### src/rtl/luna_cpu_pkg.sv
// rtl/luna_cpu_pkg.sv - shared state encoding and instruction field positions
// Contents:
//   seq_state_t   - fetch sequencer state encoding
//   INSTR_*_BIT   - instruction type and a-bit positions
//   DEST_*_BIT    - dest field bit indices {A,D,M} = bits 5:3
//   JMP_*_BIT     - jump field bit indices {lt,eq,gt} = bits 2:0
//   jump_bits()   - extracts the jump field from an instruction word
package luna_cpu_pkg;

    typedef enum logic [2:0] {
        ST_IDLE   = 3'd0,
        ST_FETCH  = 3'd1,
        ST_DECODE = 3'd2,
        ST_MREAD  = 3'd3,
        ST_EXEC   = 3'd4,
        ST_MWRITE = 3'd5,
        ST_ERROR  = 3'd6
    } seq_state_t;

    localparam int INSTR_TYPE_BIT = 15;
    localparam int INSTR_ABIT     = 12;

    localparam int DEST_A_BIT = 5;
    localparam int DEST_D_BIT = 4;
    localparam int DEST_M_BIT = 3;

    localparam int JMP_LT_BIT = 2;
    localparam int JMP_EQ_BIT = 1;
    localparam int JMP_GT_BIT = 0;

    function automatic logic [2:0] jump_bits(input logic [15:0] instr);
        return instr[JMP_LT_BIT:JMP_GT_BIT];
    endfunction

endpackage

### src/rtl/fetch_sequencer_if.sv
// rtl/fetch_sequencer_if.sv - instruction and data memory handshake bundle
// Signals:
//   imem_req/imem_addr -> memory, imem_ack/imem_rdata <- memory
//   dmem_req/dmem_we/dmem_addr/dmem_wdata -> memory, dmem_ack/dmem_rdata <- memory
// Modports: master (sequencer side), slave (memory side)
interface fetch_sequencer_if;

    logic        imem_req;
    logic [15:0] imem_addr;
    logic        imem_ack;
    logic [15:0] imem_rdata;

    logic        dmem_req;
    logic        dmem_we;
    logic [15:0] dmem_addr;
    logic [15:0] dmem_wdata;
    logic        dmem_ack;
    logic [15:0] dmem_rdata;

    modport master (
        output imem_req, imem_addr,
        input  imem_ack, imem_rdata,
        output dmem_req, dmem_we, dmem_addr, dmem_wdata,
        input  dmem_ack, dmem_rdata
    );

    modport slave (
        input  imem_req, imem_addr,
        output imem_ack, imem_rdata,
        input  dmem_req, dmem_we, dmem_addr, dmem_wdata,
        output dmem_ack, dmem_rdata
    );

endinterface

### src/rtl/jump_cond.sv
// rtl/jump_cond.sv - combinational jump condition evaluation
// Ports:
//   alu_result in 16 - ALU output for the current instruction
//   jump       in 3  - jump field {lt,eq,gt}
//   taken      out 1 - jump condition satisfied
module jump_cond
    import luna_cpu_pkg::*;
(
    input  logic [15:0] alu_result,
    input  logic [2:0]  jump,
    output logic        taken
);

    logic lt;
    logic eq;
    logic gt;

    assign lt    = alu_result[15];
    assign eq    = (alu_result == 16'h0000);
    assign gt    = !lt && !eq;
    assign taken = (jump[JMP_LT_BIT] & lt) |
                   (jump[JMP_EQ_BIT] & eq) |
                   (jump[JMP_GT_BIT] & gt);

endmodule

### src/rtl/fetch_sequencer.sv
// rtl/fetch_sequencer.sv - instruction fetch / memory sequencing control unit
// Ports:
//   clk, rst            - clock, asynchronous active-low reset
//   bus (master)        - imem/dmem request/ack handshakes
//   cu_instr   out 16   - latched instruction word
//   reg_m_q    out 16   - latched M operand
//   reg_a_q    in  16   - current A register
//   alu_result in  16   - combinational ALU output
//   reg_a_en, reg_d_en out - one-cycle A/D write strobes
//   a_sel      out 1    - 0: A <= cu_instr, 1: A <= alu_result
//   pc_q       out 16   - program counter
//   halt       in  1    - block new fetches
//   retire     out 1    - pulse per completed instruction
//   bus_err    out 1    - sticky memory ack timeout
module fetch_sequencer
    import luna_cpu_pkg::*;
#(
    parameter logic [15:0] RESET_PC    = 16'h0000,
    parameter int          ACK_TIMEOUT = 255
) (
    input  logic              clk,
    input  logic              rst,
    fetch_sequencer_if.master bus,
    output logic [15:0]       cu_instr,
    output logic [15:0]       reg_m_q,
    input  logic [15:0]       reg_a_q,
    input  logic [15:0]       alu_result,
    output logic              reg_a_en,
    output logic              reg_d_en,
    output logic              a_sel,
    output logic [15:0]       pc_q,
    input  logic              halt,
    output logic              retire,
    output logic              bus_err
);

    localparam int WAIT_W = $clog2(ACK_TIMEOUT + 1);
    // Last waiting cycle: one more cycle without ack reaches ACK_TIMEOUT.
    localparam logic [WAIT_W-1:0] WAIT_LAST = WAIT_W'(ACK_TIMEOUT - 1);

    seq_state_t        state_q, state_d;
    logic [15:0]       pc_d;
    logic [15:0]       cu_instr_q, cu_instr_d;
    logic [15:0]       reg_m_d;
    logic [15:0]       addr_q, addr_d;
    logic [15:0]       wdata_q, wdata_d;
    logic              taken_q, taken_d;
    logic [WAIT_W-1:0] wait_q, wait_d;

    logic              imem_req;
    logic              dmem_req;
    logic              dmem_we;
    logic              taken_now;
    logic              wait_expired;
    logic [15:0]       pc_inc;

    jump_cond u_jump_cond (
        .alu_result (alu_result),
        .jump       (jump_bits(cu_instr_q)),
        .taken      (taken_now)
    );

    assign pc_inc       = pc_q + 16'd1;
    assign wait_expired = (wait_q == WAIT_LAST);

    assign bus.imem_req   = imem_req;
    assign bus.imem_addr  = pc_q;
    assign bus.dmem_req   = dmem_req;
    assign bus.dmem_we    = dmem_we;
    assign bus.dmem_addr  = addr_q;
    assign bus.dmem_wdata = wdata_q;

    assign cu_instr = cu_instr_q;
    assign bus_err  = (state_q == ST_ERROR);

    always_ff @(posedge clk or negedge rst) begin
        if (!rst) begin
            state_q    <= ST_IDLE;
            pc_q       <= RESET_PC;
            cu_instr_q <= 16'h0000;
            reg_m_q    <= 16'h0000;
            addr_q     <= 16'h0000;
            wdata_q    <= 16'h0000;
            taken_q    <= 1'b0;
            wait_q     <= '0;
        end else begin
            state_q    <= state_d;
            pc_q       <= pc_d;
            cu_instr_q <= cu_instr_d;
            reg_m_q    <= reg_m_d;
            addr_q     <= addr_d;
            wdata_q    <= wdata_d;
            taken_q    <= taken_d;
            wait_q     <= wait_d;
        end
    end

    // The wait counter only advances while a request is outstanding, so it is
    // zero whenever a request state is entered.
    always_comb begin
        state_d    = state_q;
        pc_d       = pc_q;
        cu_instr_d = cu_instr_q;
        reg_m_d    = reg_m_q;
        addr_d     = addr_q;
        wdata_d    = wdata_q;
        taken_d    = taken_q;
        wait_d     = '0;
        imem_req   = 1'b0;
        dmem_req   = 1'b0;
        dmem_we    = 1'b0;
        reg_a_en   = 1'b0;
        reg_d_en   = 1'b0;
        a_sel      = 1'b0;
        retire     = 1'b0;

        case (state_q)
            ST_IDLE: state_d = ST_FETCH;

            ST_FETCH: begin
                // Halt gates the request itself, so acks seen while halted
                // are never consumed.
                if (!halt) begin
                    imem_req = 1'b1;
                    if (bus.imem_ack) begin
                        cu_instr_d = bus.imem_rdata;
                        state_d    = ST_DECODE;
                    end else if (wait_expired) begin
                        state_d = ST_ERROR;
                    end else begin
                        wait_d = wait_q + WAIT_W'(1);
                    end
                end
            end

            ST_DECODE: begin
                if (!cu_instr_q[INSTR_TYPE_BIT]) begin
                    reg_a_en = 1'b1;
                    pc_d     = pc_inc;
                    retire   = 1'b1;
                    state_d  = ST_FETCH;
                end else begin
                    // A is captured here so the memory address and jump
                    // target ignore this instruction's own A write.
                    addr_d  = reg_a_q;
                    state_d = cu_instr_q[INSTR_ABIT] ? ST_MREAD : ST_EXEC;
                end
            end

            ST_MREAD: begin
                dmem_req = 1'b1;
                if (bus.dmem_ack) begin
                    reg_m_d = bus.dmem_rdata;
                    state_d = ST_EXEC;
                end else if (wait_expired) begin
                    state_d = ST_ERROR;
                end else begin
                    wait_d = wait_q + WAIT_W'(1);
                end
            end

            ST_EXEC: begin
                reg_a_en = cu_instr_q[DEST_A_BIT];
                reg_d_en = cu_instr_q[DEST_D_BIT];
                a_sel    = 1'b1;
                wdata_d  = alu_result;
                // ALU output may change once A/D are written, so keep the
                // jump decision for the MWRITE completion.
                taken_d  = taken_now;
                if (cu_instr_q[DEST_M_BIT]) begin
                    state_d = ST_MWRITE;
                end else begin
                    pc_d    = taken_now ? addr_q : pc_inc;
                    retire  = 1'b1;
                    state_d = ST_FETCH;
                end
            end

            ST_MWRITE: begin
                dmem_req = 1'b1;
                dmem_we  = 1'b1;
                if (bus.dmem_ack) begin
                    pc_d    = taken_q ? addr_q : pc_inc;
                    retire  = 1'b1;
                    state_d = ST_FETCH;
                end else if (wait_expired) begin
                    state_d = ST_ERROR;
                end else begin
                    wait_d = wait_q + WAIT_W'(1);
                end
            end

            ST_ERROR: state_d = ST_ERROR;

            default: state_d = ST_IDLE;
        endcase
    end

endmodule

### src/flat_wrapper.sv
// flat-port wrapper written by rule: the top's interface ports become plain ports
module fetch_sequencer_flat import luna_cpu_pkg::*;
#(
    parameter logic [15:0] RESET_PC    = 16'h0000,
    parameter int          ACK_TIMEOUT = 255
)
  (clk, rst, cu_instr, reg_m_q, reg_a_q, alu_result, reg_a_en, reg_d_en, a_sel, pc_q, halt, retire, bus_err, bus_imem_req, bus_imem_addr, bus_imem_ack, bus_imem_rdata, bus_dmem_req, bus_dmem_we, bus_dmem_addr, bus_dmem_wdata, bus_dmem_ack, bus_dmem_rdata);
  fetch_sequencer_if bus_i ();
  input  logic clk;
  input  logic rst;
  output logic [15:0] cu_instr;
  output logic [15:0] reg_m_q;
  input  logic [15:0] reg_a_q;
  input  logic [15:0] alu_result;
  output logic reg_a_en;
  output logic reg_d_en;
  output logic a_sel;
  output logic [15:0] pc_q;
  input  logic halt;
  output logic retire;
  output logic bus_err;
  output wire logic [$bits(bus_i.imem_req)-1:0] bus_imem_req;
  output wire logic [$bits(bus_i.imem_addr)-1:0] bus_imem_addr;
  input wire logic [$bits(bus_i.imem_ack)-1:0] bus_imem_ack;
  input wire logic [$bits(bus_i.imem_rdata)-1:0] bus_imem_rdata;
  output wire logic [$bits(bus_i.dmem_req)-1:0] bus_dmem_req;
  output wire logic [$bits(bus_i.dmem_we)-1:0] bus_dmem_we;
  output wire logic [$bits(bus_i.dmem_addr)-1:0] bus_dmem_addr;
  output wire logic [$bits(bus_i.dmem_wdata)-1:0] bus_dmem_wdata;
  input wire logic [$bits(bus_i.dmem_ack)-1:0] bus_dmem_ack;
  input wire logic [$bits(bus_i.dmem_rdata)-1:0] bus_dmem_rdata;
  assign bus_imem_req = bus_i.imem_req;
  assign bus_imem_addr = bus_i.imem_addr;
  assign bus_i.imem_ack = bus_imem_ack;
  assign bus_i.imem_rdata = bus_imem_rdata;
  assign bus_dmem_req = bus_i.dmem_req;
  assign bus_dmem_we = bus_i.dmem_we;
  assign bus_dmem_addr = bus_i.dmem_addr;
  assign bus_dmem_wdata = bus_i.dmem_wdata;
  assign bus_i.dmem_ack = bus_dmem_ack;
  assign bus_i.dmem_rdata = bus_dmem_rdata;
  fetch_sequencer #(.RESET_PC(RESET_PC), .ACK_TIMEOUT(ACK_TIMEOUT)) u_core (.clk(clk), .rst(rst), .bus(bus_i), .cu_instr(cu_instr), .reg_m_q(reg_m_q), .reg_a_q(reg_a_q), .alu_result(alu_result), .reg_a_en(reg_a_en), .reg_d_en(reg_d_en), .a_sel(a_sel), .pc_q(pc_q), .halt(halt), .retire(retire), .bus_err(bus_err));
endmodule
### config.mk
export PLATFORM = sky130hd
export DESIGN_NAME = fetch_sequencer_flat
export DESIGN_NICKNAME = d
export VERILOG_FILES = /design/src/rtl/luna_cpu_pkg.sv /design/src/rtl/fetch_sequencer_if.sv /design/src/rtl/jump_cond.sv /design/src/rtl/fetch_sequencer.sv /design/src/flat_wrapper.sv
export SDC_FILE = /design/constraint.sdc
export NUM_CORES = 1
export LEC_CHECK = 0
export ABC_AREA = 1
export CORE_ASPECT_RATIO = 1.25
export CORE_MARGIN = 10
export CORE_UTILIZATION = 50
export CTS_BUF_LIST = sky130_fd_sc_hd__clkbuf_4
export CTS_CLUSTER_SIZE = 20
export DETAILED_ROUTE_END_ITERATION = 10
export DONT_BUFFER_PORTS = 1
export MAX_ROUTING_LAYER = met4
export PLACE_DENSITY_LB_ADDON = 0.05
export SYNTH_ARGS = -nofsm -noshare
export SYNTH_HDL_FRONTEND = slang
export SYNTH_HIERARCHICAL = 1
export SYNTH_SLANG_ARGS = --single-unit
### constraint.sdc
create_clock -name clk -period 1.81 [get_ports clk]
set_clock_uncertainty 0.1 [all_clocks]
set_input_delay 0.2715 -clock clk [delete_from_list [all_inputs] [get_ports clk]]
set_output_delay 0.2715 -clock clk [all_outputs]
set_load 0.01 [all_outputs]
After elaboration in Yosys (flattened, before gate mapping)
Index checks and enable logic that the tools add are counted.

Register bits after elaboration: 92. Output and inout port bits: 104. Logic and storage cells: 69.

Add/subtract/negate cells: 2. Equal/unequal tests: 11. Muxes and demuxes: 31. Bitwise logic cells: 6. Reduce and logical (&&, ||, !) cells: 11.

Operators by type and width (number): 16-bit two-way mux (5); 16-bit case mux with 3 select lines (1); 8-bit two-way mux (4); 3-bit two-way mux (8); 3-bit case mux with 7 select lines (1); 16-bit by 1-bit adder with 16-bit output, second input constant (1); 16-bit zero test (1); 8-bit case mux with 2 select lines (1); 3-bit == test, second input constant (3); 1-bit two-way mux (9); 8-bit by 1-bit adder with 8-bit output, second input constant (1); 8-bit == test, second input constant (1); 2-bit != test, second input constant (4); 3-bit by 2-bit == test with 1-bit output, second input constant (2); 2-bit AND reduction (2); 4-bit AND reduction (1); 1-bit bitwise AND (3); 3-bit by 1-bit == test with 1-bit output, second input constant (1); 3-bit zero test (1); 1-bit case mux with 3 select lines (1); 3-bit AND reduction (1); 3-bit nonzero test (1); 1-bit zero test (2); 1-bit OR (2); 4 further kinds (4).

Longest topological paths before layout
Gate-level depths: netlist of run 1.

Depth after elaboration: 8. Gate-level depth with buffers: 14. Gate-level depth less buffers: 13.

Cells and area by module
The synthesis of run 1 kept the hierarchy.

Modules (own cells, without submodules): fetch_sequencer (instances 1, cells an instance 531, area an instance 4554.4 µm²); jump_cond (instances 1, cells an instance 21, area an instance 91.3 µm²).

Worst setup path before layout of run 1
Ideal clock, no wire load.

Kind: register to output. From: register u_core.state_q[0]. To: output reg_a_en. Arrival: 1.251 ns. Required time: 1.439 ns. Slack: 0.187 ns. Cell stages (with the launch flop): 8. Buffers on the path: 2. Cells stage by stage: dfrtp_1 > buf_4 > nor2_4 > nand2_2 > inv_2 > buf_2 > nand2_1 > nand2_1.

Word-level cells in the longest chain between the ends: 2.

Ends and longest elaborated chain: from (decl) (RTL line fetch_sequencer.sv:41) `seq_state_t state_q, state_d;`; from (signal assigned) (RTL line fetch_sequencer.sv:87) `state_q <= state_d;`; 3-bit == test or 3-bit by 2-bit == test with 1-bit output (tied branches) (RTL line fetch_sequencer.sv:117) `case (state_q)`; 1-bit case mux with 2 select lines (*) (RTL line fetch_sequencer.sv:117); to (decl) (RTL line flat_wrapper.sv:15) `output logic reg_a_en;`.

Mark *: on every way between the ends. The rest lies on a longest branch, timed or not.

Worst setup path in the final report of run 1
From: register u_core.state_q[0]. To: output bus_imem_req.

Word-level cells in the longest chain between the ends: 2.

Ends and longest elaborated chain: 3-bit by 1-bit == test with 1-bit output (RTL line fetch_sequencer.sv:117); 1-bit two-way mux (RTL line fetch_sequencer.sv:117); to (decl) (RTL line flat_wrapper.sv:22) `output wire logic [$bits(bus_i.imem_req)-1:0] bus_imem_req;`.

No other way between the ends.

==> results of run 1 <==
-- report_power, final --
| group | internal, uW | leakage [uW] | switching [uW] | total (uW) |
|---|---|---|---|---|
| logic | 1580 | 0.00174 | 1870 | 3450 |
| clock network | 288 | 0.0000665 | 741 | 1030 |
| registers | 2950 | 0.00111 | 1180 | 4130 |
-- cell type report --
cell class                 count  area, sq um
tap                          123        153.9
fill                         794         3308
clock buffer                   9        67.56
multi-input combinational    381         1978
clock inverter                 7        48.80
inverter                      45        181.4
sequential                    92         2306
timing repair buffer         112         1081
-- worst register-to-register path: cells and delay by family (launching register included) --
family	cells	cell delay, ns
buf+inv	2	0.21
simple gates	6	0.66
compound gates	1	0.17
flops	1	0.47
-- layout by cell type, fill, tap and decap left out, types with 5 or more instances in the layout --
cell,synthesis,final
dlygate4sd3_1,0,67
o21bai_1,5,5
nor2_4,4,6
nand2_4,2,6
xor2_1,7,7
mux2_4,10,10
inv_1,39,37
nor2_1,52,50
nand2_1,189,187
clkbuf_4,0,9
mux2_2,6,6
dfrtp_1,92,89
a21oi_1,17,17
nand3_1,39,38
o21ai_0,17,16
a31oi_1,5,5
buf_4,21,38
-- metrics by stage --
stage | cells | power [uW] | utilization | area (sq um)
floorplan | 552 | 6253 | - | 4646
global placement | 670 | 7045 | 0.5245 | 4786
detailed placement | 670 | 7119 | 0.5245 | 4786
CTS | 764 | 8560 | 0.6302 | 5751
global route | 769 | 9226 | 0.6375 | 5817
finish | 769 | 8603 | 0.6375 | 5817
-- logic make-up after synthesis --
kind of cell | share of synthesized area
buffers and inverters | 0.09157
and+or+nand+nor | 0.2839
adders and majority gates | 0.008081
xor gates and xnor gates | 0.01697
DFF | 0.4956
muxes | 0.04686
AOI/OAI and AO/OA | 0.05710
-- path summary, 6_finish.rpt --
path | to | slack, ns | cells after the start
max | bus_imem_req | -0.1 | 6
min reg2reg | u_core/wait_q[0] | 0.41 | 1
min in group clk | u_core/cu_instr[11] | -0.01 | 3
max in group asynchronous | u_core/state_q[2] | 2.08 | 0
max reg2reg | u_core/state_q[2] | 0.12 | 9
min | u_core/bus.imem_addr[14] | -0.61 | 0
-- layer usage --
metal / vias up / wire [um] / track usage
li1: 1904 / - / -
met1: 1901 / 4837 / 0.2036
met2: 138 / 7142 / 0.3488
met3: 26 / 1090 / 0.05936
met4: 0 / 368 / 0.09258
met5: - / 0 / -
-- sequential cells by signal (all words and copies together) (netlist names) --
name and flops:
u_core/bus.dmem_addr 16, u_core/bus.dmem_wdata 16, u_core/bus.imem_addr 16, u_core/cu_instr 16, u_core/reg_m_q 16, u_core/wait_q 8
u_core/state_q 3, u_core/taken_q 1
-- what timing repair did --
action	in CTS	in global routing
pin swaps	3	2
gates resized for setup	20	10
endpoints found under the setup margin	8	11
hold endpoints to repair	166	92
buffers inserted	10	5
gates cloned	1	0
==> key figures, run 1 <==
Floorplan
  – Initial Util: 0.5091
  – Die height: 127.8 um
  – Die area: 0.01357 sq mm
  – Die Width: 106.2 um
  – Core area: 0.009125 sq mm
  – Rows: 39
  – Number of I/O pins: 173

STA
  – Final worst-path cycle share: 1.054
  – Final setup viols: 3
  – Total negative slack: -0.2618 ns
  – RSZ-0062 raised after global routing: true
  – Rel. slew slack: 0.6013
  – Final setup margin: -0.09744 ns
  – WHS: -0.6077 ns
  – Pins Over Slew Limit: 0
  – Worst-margin pin slew: 0.5961 ns
  – Max Clk Rate: 524.3 MHz
  – Endpoints failing hold: 97
  – Min Tclk post-route: 1.907 ns

Clock network
  – Latest clock arrival within the worst-skew pair: 0.45 ns
  – CTS hold repair buffers: 67
  – H-tree depth reported by CTS: 3
  – CTS Buf Count: 9
  – Reg clk slew, reported paths: 0.15 ns
  – CTS tree: built
  – Clk Tree Root Cell: clkbuf_4
  – Sink Count: 92
  – Clk buf depth: 2

Detailed routing
  – DR vias: 3969
  – Drt total wl: 13440 um
  – Starting DRT DRC Count: 140
  – # DRC: 0
  – Post-route antenna net violation count: 0
  – Vias per inst: 5.161
  – Drt first pass iters: 5
  – Wire per inst: 17.47 um

Synth
  – Synth top area cells: dfrtp_1 (50%), nand2_1 (15%), nand3_1 (4.2%)
  – Top post-synthesis cells by count: nand2_1 (189), dfrtp_1 (92), nor2_1 (52), inv_1 (39), nand3_1 (39)
  – Cells after synthesis: 552
  – Netlist Area Pre-Place: 0.004646 sq mm
  – Synth async-reset ratio: 1.000
  – Synth Area per Inst: 8.416 sq um
  – Primary FF master, synth: dfrtp_1
  – Register area share after synthesis: 0.4956
  – Most frequent cell after synthesis: nand2_1
  – Yosys top cell area share: 0.4956
  – Syn nets: 624
  – #FFs+latches synth: 92
  – Synth area leader: dfrtp_1
  – Yosys cell types: 32
  – EDFF count, synth: 0
  – Yosys Warn Count: 6

Worst setup path
  – CP Capture Type: primary output
  – Critical path origin: u_core/state_q[0]
  – Required time worst endpoint: 1.44 ns
  – Max FO, Critical Path: 7
  – Crit path launch type: flip-flop
  – CP Data Arrival Time: 1.54 ns
  – Slowest stage delay, CP: 0.45 ns
  – Family with the most delay on the worst path: flip-flops
  – Worst flop-to-flop path startpoint: u_core/state_q[0]
  – Slowest cell on the critical path: dfrtp_2
  – Crit-path cells: buf_4 -> nand2_4 -> nor2_4 -> nand2_2 -> inv_4 -> buf_8
  – Critical path class: reg -> out
  – Crit path buf inv count: 3

Global routing
  – First-pass GRT wire length: 21330 um
  – GRT Overall Usage: 0.2006
  – Vias in the first global route: 4255
  – Largest net degree at the start of global routing: 93
  – Initial antenna violation count: 0
  – Aggregate global routing overflow: 0

Worst hold path
  – Hold Crit Class: in -> async

Cells and area
  – Layout area overhead: 25.21%
  – Number of diodes: 0
  – Nets: 713
  – Proportion of layout cells with a drive suffix above 1: 0.1765

Pwr
  – Pwr/cell area: 1479 mW/mm^2
  – Peak supply drop: 0.8744 mV
  – Lkg Pwr: 0.002917 uW

Run
  – # Max-Cap Violations: 0

Placed design
  – IO Port Bufs: 0
  – Post-DP HPWL: 9158 um
  – Routability Congestion: 0.8611
  – Pre-CTS setup slack: 0.08474 ns

Run status
  – Status: finished, violations left
  – Failing checks: negative hold slack, negative setup slack
Power figures use the tool's default switching activity.
==> run 2, diff against run 1 <==
--- a/config.mk
+++ b/config.mk
@@ -7,7 +7,7 @@
 export LEC_CHECK = 0
 export ABC_AREA = 1
 export CORE_ASPECT_RATIO = 1.25
-export CORE_MARGIN = 10
+export CORE_MARGIN = 8
 export CORE_UTILIZATION = 50
 export CTS_BUF_LIST = sky130_fd_sc_hd__clkbuf_4
 export CTS_CLUSTER_SIZE = 20
==> run 2 against run 1 <==
Against the previous run: the flow still finishes with violations (negative hold slack, negative setup slack); non-clock buffer count increased by 3; clock-buffer cell count unchanged; sequential share of layout area down 0.34 points; sequential cell count unchanged; highest routed layer unchanged; die area down 6.8%; cell area up 0.97%.
==> key figures, run 2 (synthesis results as in run 1) <==
Run status
  – Status: finished, violations left
  – Failing checks: negative hold slack, negative setup slack

Run
  – # Max-Cap Violations: 0 (unchanged)

Floorplan
  – Initial Util: 0.5119 (+0.002737)
  – Die height: 123.8 um (-3.1%)
  – Number of I/O pins: 173 (unchanged)
  – Core area: 0.009076 sq mm (-0.53%)
  – Die Width: 102.2 um (-3.8%)
  – Rows: 39 (unchanged)
  – Die area: 0.01265 sq mm (-6.8%)

Detailed routing
  – Wire per inst: 17.37 um (-0.59%)
  – Drt total wl: 13390 um (-0.33%)
  – Vias per inst: 5.135 (-0.51%)
  – Drt first pass iters: 4 (-1)
  – Post-route antenna net violation count: 0 (unchanged)
  – DR vias: 3959 (-0.25%)
  – Starting DRT DRC Count: 181 (+29%)
  – # DRC: 0 (unchanged)

Cells and area
  – Most common cell after layout, fill and taps aside: nand2_1
  – Fin util: 0.6471 (+0.009630)
  – Nets: 716 (+0.42%)
  – FILL cells: 787 (-0.88%)
  – Area taken by multi-input logic gates: 0.001989 sq mm (+0.57%)
  – Most frequent cells in the layout: nand2_1 (186), dfrtp_1 (87), dlygate4sd3_1 (68)
  – Proportion of layout cells with a drive suffix above 1: 0.1836 (+0.007171)
  – Final Cell Area: 0.005873 sq mm (+0.97%)
  – Number of diodes: 0 (unchanged)
  – Reg area: 0.002308 sq mm (+0.11%)
  – Layout area overhead: 26.42%

Worst setup path
  – Max FO, Critical Path: 5 (-2)
  – CP Capture Type: primary output
  – CP Data Arrival Time: 1.51 ns (-0.03 ns)
  – Required time worst endpoint: 1.44 ns (about the same)
  – Critical path class: reg -> out
  – Crit path launch type: flip-flop

Pwr
  – Clock network fraction of total power: 0.129 (+0.009)
  – Power Total: 8727 uW (+1.4%)
  – Pwr/cell area: 1486 mW/mm^2 (+0.47%)
  – Comb pwr share: 0.391 (-0.010)
  – Psw: 3776 uW (-0.32%)
  – Sw Ratio: 0.4327 (-0.007637)
  – Lkg Pwr: 0.002917 uW (about the same)
  – Peak supply drop: 0.8472 mV (-3.1%)
  – Int Pwr: 4950 uW (+2.8%)
  – Sequential Power Share: 0.480 (about the same)

Clock network
  – CTS Buf Count: 9 (unchanged)
  – Sink Count: 92 (unchanged)
  – Latest clock arrival within the worst-skew pair: 0.45 ns (about the same)
  – H-tree depth reported by CTS: 3 (unchanged)
  – Clk buf depth: 2 (unchanged)
  – Reg clk slew, reported paths: 0.14 ns (about the same)
  – CTS tree: built
  – Clk Tree Root Cell: clkbuf_4

STA
  – Worst-margin pin slew: 0.5870 ns (-0.009071 ns)
  – Total negative slack: -0.2085 ns (+0.05328 ns)
  – Final setup viols: 4 (+1)
  – Final worst-path cycle share: 1.041 (-0.01318)
  – WHS: -0.5944 ns (+0.01325 ns)
  – Min Tclk post-route: 1.884 ns (-0.02386 ns)
  – Max Clk Rate: 530.9 MHz (+1.3%)
  – Rel. slew slack: 0.6074 (+0.006068)
  – Pins Over Slew Limit: 0 (unchanged)
  – RSZ-0062 raised after global routing: true
  – Endpoints failing hold: 92 (-5.2%)
  – Final setup margin: -0.07357 ns (+0.02386 ns)

Placed design
  – Post-placement cell area: 0.004738 sq mm (-0.99%)
  – Post-DP HPWL: 8813 um (-3.8%)
  – Pre-CTS setup slack: 0.06003 ns (-0.02471 ns)
  – Routability Congestion: 0.8578 (-0.38%)
  – IO Port Bufs: 0 (unchanged)

Global routing
  – Largest net degree at the start of global routing: 93 (unchanged)
  – Vias in the first global route: 4213 (-0.99%)
  – First-pass GRT wire length: 21580 um (+1.2%)
  – GRT Overall Usage: 0.2257 (+0.02511)
  – Initial antenna violation count: 0 (unchanged)
  – Aggregate global routing overflow: 0 (unchanged)

Worst hold path
  – Hold Crit Class: in -> async
run 2: changes by cell type in the layout (fill, tap and decap cells not counted), moves of 2 or more:
cell	previous run	this run
clkinv_2	3	0
inv_6	3	0
nand2_2	4	7
nand2_4	6	3
buf_6	2	4
clkinv_4	1	3
dfrtp_1	89	87
dfrtp_2	3	5
run 2: final cells by class:
type / count / share of cell area
multi-input combinational: 381 / 0.3387
inverter: 45 / 0.03089
timing repair buffer: 115 / 0.1883
sequential: 92 / 0.3931
clock inverter: 6 / 0.01129
clock buffer: 9 / 0.01150
tap: 123 / 0.02620
run 2: path summary, 6_finish.rpt:
path	from	endpoint	slack [ns]	cells after the start
worst max-delay path	u_core/state_q[1]	bus_dmem_req	-0.07	6
worst min-delay path	rst	u_core/bus.dmem_addr[10]	-0.59	0
worst max register to register	u_core/state_q[2]	u_core/bus.imem_addr[6]	0.13	8
worst min register to register	u_core/wait_q[0]	u_core/wait_q[0]	0.40	1
max in group asynchronous	rst	u_core/state_q[0]	2.01	0
min in group clk	bus_dmem_ack	u_core/reg_m_q[8]	0.07	2
run 2: power by group through the flow:
stage / combinational, uW / sequential (uW) / clock, uW
floorplan: 2260 / 4000 / 0
global placement: 2680 / 4240 / 0
detailed placement: 2740 / 4240 / 0
CTS: 3260 / 4200 / 1170
global route: 3820 / 4330 / 1240
finish: 3410 / 4190 / 1130
run 2: metal layers:
metal  routed length, um  track usage  up-vias  share of wire
met5                   0            -        -              0
met4                 300      0.08004        0          0.022
met3                1005      0.06376       26          0.075
met2                6958       0.3822      138           0.52
met1                5127       0.2479     1880           0.38
li1                    -            -     1915              -
run 2: timing repair:
item | in CTS | in global routing
hold endpoints to repair | 166 | 93
cloned | 1 | 0
gates resized for setup | 24 | 15
pin swaps | 6 | 6
endpoints found under the setup margin | 8 | 15
hold buffers | 67 | 1
setup buffers | 15 | 5
run 2: through the flow:
stage,std cells,hold slack [ns]
floorplan,552,-0.1241
global placement,667,-0.1204
detailed placement,667,-0.1212
CTS,765,-0.6437
global route,771,-0.6508
finish,771,-0.5944
run 2: worst max-delay path: stages, from the launching register on:
cell and delay (ns):
dfrtp_2 0.48, inv_4 0.11, nand2_4 0.07, nor2_4 0.17, inv_2 0.05, nand2_2 0.07
buf_6 0.10
==> run 3, diff against run 2 <==
--- a/config.mk
+++ b/config.mk
@@ -10,9 +10,10 @@
 export CORE_MARGIN = 8
 export CORE_UTILIZATION = 50
 export CTS_BUF_LIST = sky130_fd_sc_hd__clkbuf_4
-export CTS_CLUSTER_SIZE = 20
+export CTS_CLUSTER_SIZE = 24
 export DETAILED_ROUTE_END_ITERATION = 10
 export DONT_BUFFER_PORTS = 1
+export HOLD_SLACK_MARGIN = 0.1
 export MAX_ROUTING_LAYER = met4
 export PLACE_DENSITY_LB_ADDON = 0.05
 export SYNTH_ARGS = -nofsm -noshare
==> constraint.sdc (replaced) <==
create_clock -name clk -period 1.81 [get_ports clk]
set_clock_uncertainty 0.1 [all_clocks]
set_input_delay 0.2715 -clock clk [delete_from_list [all_inputs] [get_ports clk]]
set_output_delay 0.2715 -clock clk [all_outputs]
set_load 0.005 [all_outputs]
==> run 3 against run 2 <==
Against the previous run: highest routed layer unchanged; critical endpoint is now bus_imem_req; hold slack got worse by 0.0022 ns; the flow still finishes with violations (negative hold slack, negative setup slack); worst setup slack better by 0.036 ns; die area unchanged; combinational power fell by 11%; clock power rose by 32%; routed wire length decreased by 3.9%.
==> key figures, run 3 (synthesis results as in run 1) <==
Run status
  – Status: finished, violations left
  – Failing checks: negative hold slack, negative setup slack

Clock network
  – Latest clock arrival within the worst-skew pair: 0.44 ns (about the same)
  – CTS tree: built
  – Sink Count: 92 (unchanged)
  – Reg clk slew, reported paths: 0.15 ns (about the same)
  – Clk buf depth: 2 (unchanged)
  – CTS Buf Count: 9 (unchanged)
  – H-tree depth reported by CTS: 3 (unchanged)
  – Clk Tree Root Cell: clkbuf_4

Worst setup path
  – CP Data Arrival Time: 1.48 ns (-0.03 ns)
  – Slowest cell on the critical path: dfrtp_2
  – Max FO, Critical Path: 7 (+2)
  – R2r worst-path depth: 9 (+1)
  – Crit-path cells: inv_4 -> nand2_4 -> nor2_4 -> nand2_4 -> inv_4 -> buf_8
  – Reg2reg setup slack: 0.12 ns (about the same)
  – Worst flop-to-flop path startpoint: u_core/state_q[1]
  – Required time worst endpoint: 1.44 ns (about the same)
  – Crit path launch type: flip-flop
  – CP Capture Type: primary output
  – Critical path class: reg -> out
  – Worst r2r dst: u_core/state_q[2]
  – Slowest stage delay, CP: 0.48 ns (about the same)

Detailed routing
  – Wire per inst: 16.94 um (-2.5%)
  – DR vias: 3873 (-2.2%)
  – # DRC: 0 (unchanged)
  – Drt total wl: 12870 um (-3.9%)
  – Drt first pass iters: 4 (unchanged)
  – Vias per inst: 5.096 (-0.76%)
  – Post-route antenna net violation count: 0 (unchanged)
  – Starting DRT DRC Count: 238 (+31%)

Cells and area
  – Proportion of layout cells with a drive suffix above 1: 0.1606 (-0.02301)
  – Fin util: 0.6463 (-0.0008270)
  – Final Cell Area: 0.005866 sq mm (-0.13%)
  – Layout area overhead: 26.26%
  – Reg area: 0.002306 sq mm (-0.11%)
  – Area taken by multi-input logic gates: 0.001979 sq mm (-0.50%)
  – Most frequent cells in the layout: nand2_1 (187), dfrtp_1 (89), dlygate4sd3_1 (68)
  – Nets: 703 (-1.8%)
  – Most common cell after layout, fill and taps aside: nand2_1
  – FILL cells: 779 (-1.0%)

Floorplan
  – Die Width: 102.2 um (unchanged)
  – Number of I/O pins: 173 (unchanged)
  – Die height: 123.8 um (unchanged)
  – Core area: 0.009076 sq mm (unchanged)
  – Die area: 0.01265 sq mm (unchanged)
  – Rows: 39 (unchanged)
  – Initial Util: 0.5119 (unchanged)

STA
  – Rel. slew slack: 0.5773 (-0.03001)
  – Final worst-path cycle share: 1.021 (-0.02011)
  – Final setup viols: 4 (unchanged)
  – Pins Over Slew Limit: 0 (unchanged)
  – Worst-margin pin slew: 0.6319 ns (+0.04486 ns)
  – WHS: -0.5966 ns (-0.002199 ns)
  – Endpoints failing hold: 92 (unchanged)
  – Final setup margin: -0.03718 ns (+0.03639 ns)
  – Max Clk Rate: 541.4 MHz (+2.0%)
  – Min Tclk post-route: 1.847 ns (-0.03639 ns)
  – RSZ-0062 raised after global routing: true

Global routing
  – Vias in the first global route: 3965 (-5.9%)
  – Initial antenna violation count: 0 (unchanged)
  – Aggregate global routing overflow: 0 (unchanged)
  – First-pass GRT wire length: 20240 um (-6.2%)
  – Largest net degree at the start of global routing: 93 (unchanged)
  – GRT Overall Usage: 0.2130 (-0.01276)

Pwr
  – Comb pwr share: 0.357 (-0.034)
  – Pwr/cell area: 1450 mW/mm^2 (-2.4%)
  – Sequential Power Share: 0.468 (-0.012)
  – Sw Ratio: 0.3842 (-0.04854)
  – Psw: 3268 uW (-13%)
  – Int Pwr: 5237 uW (+5.8%)
  – Peak supply drop: 0.8450 mV (-0.27%)
  – Lkg Pwr: 0.002922 uW (+0.17%)
  – Clock network fraction of total power: 0.175 (+0.046)

Run
  – # Max-Cap Violations: 0 (unchanged)

Placed design
  – Post-DP HPWL: 8498 um (-3.6%)
  – Pre-CTS setup slack: 0.1232 ns (+0.06320 ns)
  – Post-placement cell area: 0.004683 sq mm (-1.2%)
  – IO Port Bufs: 0 (unchanged)
  – Routability Congestion: 0.8478 (-1.2%)

Worst hold path
  – Hold Crit Class: in -> async
==> run 3: cell types whose count changed in the layout (fill, tap and decap cells not counted), moves of 3 or more <==
cell / change
clkinv_4: -3
nand2_4: +3
nand2_2: -3
buf_6: -3
bufinv_16: +3
buf_4: -13
==> run 3: what timing repair did <==
action | in CTS | in global routing
pin swaps | 4 | 2
endpoints found under the setup margin | 6 | 25
setup buffers | 12 | 2
endpoints found under the hold margin | 168 | 108
hold buffers | 67 | 1
gates cloned | 3 | 1
gates resized for setup | 23 | 10
==> run 3: worst max-delay path: cells and delay by family, from the launching register on <==
| family | cells | cell delay [ns] |
|---|---|---|
| flip-flops | 1 | 0.48 |
| buffers and inverters | 3 | 0.28 |
| AND/OR/NAND/NOR | 3 | 0.28 |
==> run 3: power groups by stage <==
stage	Combinational, uW	Sequential [uW]	Clock, uW
after floorplan	2190	3670	0
after global placement	2390	4030	0
after detailed placement	2450	4040	0
after CTS	2970	4010	1540
after global routing	3410	4150	1620
final	3040	3980	1490
==> run 3: worst max path at each step <==
stage / startpoint / to / depth (start not counted)
6_report: u_core/state_q[1] / bus_imem_req / 6
5_1_grt: u_core/state_q[1] / bus_imem_req / 6
4_1_cts: u_core/state_q[0] / retire / 5
3_5_place_dp: u_core/bus.imem_addr[0] / u_core/bus.imem_addr[12] / 7
3_3_place_gp: u_core/bus.imem_addr[0] / u_core/bus.imem_addr[12] / 7
2_1_floorplan: u_core/state_q[0] / reg_a_en / 7
==> run 3: metrics by stage <==
step / instances / setup TNS, ns / hold WS [ns] / power [uW]
floorplan: 552 / 0 / -0.1241 / 5857
global placement: 658 / 0 / -0.1207 / 6414
detailed placement: 658 / 0 / -0.1209 / 6487
CTS: 755 / -0.3422 / -0.6311 / 8522
global route: 758 / -0.5447 / -0.6441 / 9181
finish: 760 / -0.08606 / -0.5966 / 8505
==> run 3: final cells by class <==
class / instances / area share
Sequential cell: 92 / 0.3931
Multi-Input combinational cell: 381 / 0.3375
Timing Repair Buffer: 102 / 0.1785
Inverter: 45 / 0.03050
Tap cell: 123 / 0.02624
Clock inverter: 6 / 0.02176
Clock buffer: 9 / 0.01152
Antenna cell: 2 / 0.0008532
==> run 3: metal layers <==
layer / GRT usage / part of all wire / vias up
met5: - / 0 / -
met4: 0.08280 / 0.018 / 0
met3: 0.06320 / 0.083 / 23
met2: 0.3533 / 0.53 / 141
met1: 0.2355 / 0.37 / 1829
li1: - / - / 1880
